### src/rtl/krnl_aes_engine_sched.sv
`default_nettype none
// ----------------------------------------------------------------------------
// krnl_aes_engine_sched : kernel-run sequencer for AES_ENGINE_NUM AES engines
//   (key-expansion kick-off, round-robin block dispatch and in-order collect)
// Revision: 1.0
// ----------------------------------------------------------------------------
module krnl_aes_engine_sched #(
  parameter int AES_ENGINE_NUM = 4
) (
  input  logic                          ACLK,
  input  logic                          ARESETn,
  input  logic                          ap_start,
  output logic                          ap_done,
  input  logic                          mode,
  input  logic [1:0]                    key_len,
  output logic                          eng_mode,
  output logic [1:0]                    eng_key_len,
  output logic                          key_exp_start,
  input  logic [AES_ENGINE_NUM-1:0]     key_exp_done,
  input  logic [127:0]                  s_tdata,
  input  logic                          s_tvalid,
  output logic                          s_tready,
  input  logic                          s_tlast,
  output logic [127:0]                  eng_in_data,
  output logic [AES_ENGINE_NUM-1:0]     eng_in_valid,
  input  logic [AES_ENGINE_NUM-1:0]     eng_in_ready,
  input  logic [128*AES_ENGINE_NUM-1:0] eng_out_data,
  input  logic [AES_ENGINE_NUM-1:0]     eng_out_valid,
  output logic [AES_ENGINE_NUM-1:0]     eng_out_ready,
  output logic [127:0]                  m_tdata,
  output logic                          m_tvalid,
  input  logic                          m_tready,
  output logic                          m_tlast,
  output logic [AES_ENGINE_NUM-1:0]     status
);

  localparam int EW = $clog2(AES_ENGINE_NUM);
  localparam int PW = $clog2(AES_ENGINE_NUM + 1);
  localparam logic [EW-1:0]             c_ptr_last = EW'(AES_ENGINE_NUM - 1);
  localparam logic [AES_ENGINE_NUM-1:0] c_all_ones = '1;

  typedef enum logic [2:0] {
    ST_IDLE   = 3'd0,
    ST_KEYEXP = 3'd1,
    ST_RUN    = 3'd2,
    ST_DRAIN  = 3'd3,
    ST_DONE   = 3'd4
  } state_t;

  state_t                    r_state;
  logic [EW-1:0]             r_in_ptr;
  logic [EW-1:0]             r_out_ptr;
  logic [PW-1:0]             r_pend;
  logic [AES_ENGINE_NUM-1:0] r_kexp_vec;

  logic                      w_run;
  logic                      w_active;
  logic                      w_in_hs;
  logic                      w_out_hs;
  logic [AES_ENGINE_NUM-1:0] w_kexp_all;
  logic [AES_ENGINE_NUM-1:0] w_in_set;
  logic [AES_ENGINE_NUM-1:0] w_out_clr;

  assign w_run      = (r_state == ST_RUN);
  assign w_active   = (r_state == ST_RUN) || (r_state == ST_DRAIN);
  assign w_kexp_all = r_kexp_vec | key_exp_done;

  assign eng_in_data = s_tdata;
  assign s_tready    = w_run & eng_in_ready[r_in_ptr] & ~status[r_in_ptr];
  assign m_tvalid    = w_active & status[r_out_ptr] & eng_out_valid[r_out_ptr];
  assign m_tlast     = (r_state == ST_DRAIN) && (r_pend == PW'(1));
  assign w_in_hs     = s_tvalid & s_tready;
  assign w_out_hs    = m_tvalid & m_tready;

  // Results from an engine not holding one of our blocks never reach m_tvalid.
  always_comb begin
    eng_in_valid  = '0;
    eng_out_ready = '0;
    eng_in_valid[r_in_ptr]   = w_run & s_tvalid & ~status[r_in_ptr];
    eng_out_ready[r_out_ptr] = w_active & status[r_out_ptr] & m_tready;
  end

  always_comb begin
    m_tdata = '0;
    for (int i = 0; i < AES_ENGINE_NUM; i++) begin
      if (r_out_ptr == EW'(i)) begin
        m_tdata = eng_out_data[128*i +: 128];
      end
    end
  end

  assign w_in_set  = eng_in_valid & {AES_ENGINE_NUM{s_tready}};
  assign w_out_clr = eng_out_ready & {AES_ENGINE_NUM{m_tvalid}};

  always_ff @(posedge ACLK) begin
    if (!ARESETn) begin
      r_state       <= ST_IDLE;
      r_in_ptr      <= '0;
      r_out_ptr     <= '0;
      r_pend        <= '0;
      r_kexp_vec    <= '0;
      status        <= '0;
      ap_done       <= 1'b0;
      key_exp_start <= 1'b0;
      eng_mode      <= 1'b0;
      eng_key_len   <= 2'b00;
    end else begin
      key_exp_start <= 1'b0;
      ap_done       <= 1'b0;
      status        <= (status | w_in_set) & ~w_out_clr;

      if (w_in_hs) begin
        r_in_ptr <= (r_in_ptr == c_ptr_last) ? '0 : r_in_ptr + EW'(1);
      end
      if (w_out_hs) begin
        r_out_ptr <= (r_out_ptr == c_ptr_last) ? '0 : r_out_ptr + EW'(1);
      end
      if (w_in_hs && !w_out_hs) begin
        r_pend <= r_pend + PW'(1);
      end else if (!w_in_hs && w_out_hs) begin
        r_pend <= r_pend - PW'(1);
      end

      case (r_state)
        ST_IDLE: begin
          if (ap_start) begin
            eng_mode      <= mode;
            eng_key_len   <= key_len;
            key_exp_start <= 1'b1;
            r_kexp_vec    <= '0;
            r_state       <= ST_KEYEXP;
          end
        end
        ST_KEYEXP: begin
          if (w_kexp_all == c_all_ones) begin
            r_kexp_vec <= '0;
            r_state    <= ST_RUN;
          end else begin
            r_kexp_vec <= w_kexp_all;
          end
        end
        ST_RUN: begin
          if (w_in_hs && s_tlast) begin
            r_state <= ST_DRAIN;
          end
        end
        ST_DRAIN: begin
          if (w_out_hs && m_tlast) begin
            ap_done <= 1'b1;
            r_state <= ST_DONE;
          end
        end
        ST_DONE: begin
          // ap_start deliberately ignored here: the slave drops it on ap_done.
          r_in_ptr  <= '0;
          r_out_ptr <= '0;
          r_state   <= ST_IDLE;
        end
        default: r_state <= ST_IDLE;
      endcase
    end
  end

endmodule
`default_nettype wire

### config.mk
export PLATFORM = sky130hd
export DESIGN_NAME = krnl_aes_engine_sched
export DESIGN_NICKNAME = d
export VERILOG_FILES = /design/src/rtl/krnl_aes_engine_sched.sv
export SDC_FILE = /design/constraint.sdc
export NUM_CORES = 1
export LEC_CHECK = 0
export ABC_AREA = 1
export ABC_CLOCK_PERIOD_IN_PS = 4000
export CORE_AREA = 2 2 361 363
export DETAILED_ROUTE_END_ITERATION = 6
export DIE_AREA = 0 0 363 365
export PLACE_DENSITY_LB_ADDON = 0.15
export SLEW_MARGIN = 10
export SYNTH_ARGS = -nofsm -noshare
export SYNTH_HDL_FRONTEND = slang
export SYNTH_SLANG_ARGS = --single-unit
### constraint.sdc
create_clock -name ACLK -period 4 [get_ports ACLK]
set_clock_uncertainty 0.2 [all_clocks]
set_input_delay 0.8 -clock ACLK [delete_from_list [all_inputs] [get_ports ACLK]]
set_output_delay 0.8 -clock ACLK [all_outputs]
set_load 0.02 [all_outputs]
==> reports/metrics.cfg <==
[hold_path]
hp-start=r_pend[2]$_SDFFE_PN0P_
min_path_type=reg -> reg

[clocking]
cts_tree=yes
holdBufCountCts=0
clkLatencyLatePin_ns=0.26
h-tree-depth=1
clkTransAtPathRegs_ns=0.07
cts_sinks=23
max-clock-path-buffers=2
numCtsBuffers=3
cts-root-buf=clkbuf_16

[routing]
viasPerCell=3.05
ant_nets=0
wl_met1_um=30200
met2WireLength_um=37700
highest_layer=met5
routed_wl_um=77400
dr_total_vias=9695
drtPass1Iterations=4
drc=0
met3_length_um=7390
drtIter0Drc=421
wl_per_cell_um=24.3

[worst_setup_path]
cp.required_ns=3.00
slowest_delay_ns=0.79
r2r_start=r_out_ptr[0]$_SDFFE_PP0P_
critPathArrivalTime_ns=2.84
worstSetupStartpoint=r_out_ptr[0]$_SDFFE_PP0P_
worstSetupPathType=reg -> out
slowest_stage=clkdlybuf4s50_1
crit_path_max_fanout=13
endpoint_kind=primary output
cp_cell_sequence=inv_4 > ha_1 > inv_1 > nor2_4 > buf_12 > a221oi_1 > o31ai_1 > clkdlybuf4s50_1
critPathLaunchType=flip-flop

[layout]
syn_to_final_growth_pct=169
nNetsFinal=2176
final_common_cell=clkdlybuf4s50_1
design_area_um2=15500
drive_gt1_frac=0.169
final_cell_mix=clkdlybuf4s50_1 (586), nor2_1 (165), nand2_1 (153)
fill_cells=14848
fin_cells=3181
multiInputGateArea_um2=4010
regArea_um2=463

[placement]
post_dp_cell_area_um2=15100
hpwlAfterDp_um=68100
dpl.cell_count=3165
pre_cts_ws_ns=-0.268
place_congestion=0.827
io_buffers=680

[global_route]
grt_pass1_vias=10315
grt_pass1_wl_um=96600
overflow=0
grt_max_degree=87
antenna_found_initial=31
grtUsageTotal=0.107

[timing]
fmax_mhz=261
fin_crit_ns=3.84
fin_ws_ns=0.165
slew_headroom=0.240
worst_pin_slew_ns=1.13
finalMaxSlewViolations=0
setup-tns-final_ns=0
report.final.hold_viol_count=0
min_period_over_period=0.959
rsz0062_at_grt=false
setup_viol=0

[synth]
synth.area.top_cells=a221oi_1 (19%), buf_4 (17%), o31ai_1 (17%)
synth.largest_area_cell=a221oi_1
syn-mean-instance-area_um2=6.23
synth-seq-cells=23
yosys.area.top_type_share=0.195
synth.distinct_cells=30
syn_inst=923
syn-num-nets=1596
ys_seq_area_frac=0.0801
synth_area_um2=5750
yosys_warnings=0

[die]
core_area_um2=129000
rows=132
die_area_um2=132000
die_height_um=365
io_pins=937
chipWidth_um=363
initial_utilization=0.0447

[power]
p_leak_nw=5.28
max-vdd-ir-drop_mv=0.155
power_mw=2.37
power_density_nw_per_um2=153

[status]
status=finished, final reports clean

[job]
max_cap_viol_count=0

## cells in the mapped netlist
cell / n
nor2_1: 166
nand2_1: 153
inv_1: 31
or2_2: 1
o31ai_1: 128
a211oi_2: 2
a211oi_1: 6
dfxtp_1: 23
o21ai_1: 3
o21ai_0: 7
nand3_1: 9
inv_2: 4
xnor2_1: 1
ha_1: 12
nand4_1: 1
buf_2: 18
xor2_1: 1
a221oi_1: 128
nand3_4: 1
nor2_4: 2
nor2_2: 2
nand2_2: 7
clkbuf_1: 66
nand2_4: 2
clkinv_1: 1
buf_4: 128
nor3_1: 5
a21oi_1: 12
nor2_8: 1
buf_1: 2
## cells by family after synthesis
kind of cell,count (synthesis),synth area share
compound gates,286,0.393
xor+xnor,2,0.00305
fa+ha+maj,12,0.0261
buf+inv,250,0.251
flops,23,0.0801
simple gates,350,0.247
## per-layer routing
| metal | global-route usage | vias up |
|---|---|---|
| met4 | 0.0229 | 36 |
| li1 | - | 4396 |
| met5 | 0.00182 | - |
| met3 | 0.0397 | 138 |
| met2 | 0.189 | 606 |
| met1 | 0.123 | 4519 |
## final cells by class
cell class / count / area share
Tap cell: 1675 / 0.135
Clock inverter: 1 / 0.000324
Antenna cell: 4 / 0.000647
Sequential cell: 23 / 0.0299
Multi-Input combinational cell: 650 / 0.259
Inverter: 36 / 0.00922
Clock buffer: 3 / 0.00485
Timing Repair Buffer: 789 / 0.560
## critical path, delay by kind of cell, from the launching register on
kind / cells / cell delay, ns
adders and majority gates: 1 / 0.20
buffers and inverters: 4 / 1.21
AOI/OAI and AO/OA: 2 / 0.54
and+or+nand+nor: 1 / 0.21
DFF: 1 / 0.39
## power breakdown
part	internal (mW)	leakage (nW)	switching [mW]
logic	1.04	5.05	0.803
clock network	0.135	0.0409	0.0943
registers	0.269	0.188	0.0298
total	1.44	5.28	0.927
## final timing paths
kind                                          endpoint  slack, ns  depth (start not counted)
worst max-delay path                        m_tdata[9]       0.16                          8
worst min-delay path            r_pend[2]$_SDFFE_PN0P_       0.27                          2
worst max register to register  r_pend[2]$_SDFFE_PN0P_       1.66                         12
worst min register to register  r_pend[2]$_SDFFE_PN0P_       0.27                          2
## sequential cells by signal, indices dropped and copies added (netlist names)
| register | count |
|---|---|
| r_state | 3 |
| r_out_ptr | 2 |
| eng_mode | 1 |
| key_exp_start | 1 |
| status | 4 |
| r_in_ptr | 2 |
| r_kexp_vec | 4 |
| ap_done | 1 |
| r_pend | 3 |
| eng_key_len | 2 |
## per-stage QoR
step	hold WS (ns)	util
after CTS	0.277	0.119
final	0.272	0.120
after detailed placement	0.266	0.118
after global placement	0.260	0.118
after floorplan	0.244	-
after global routing	0.297	0.120
## repair_timing
action	in CTS	in global routing
setup buffers	0	6
gates cloned	0	2
resized for setup	14	12
setup endpoints to repair	20	36
pin swaps	0	2
Note: power is estimated with default switching activity, not from simulation.
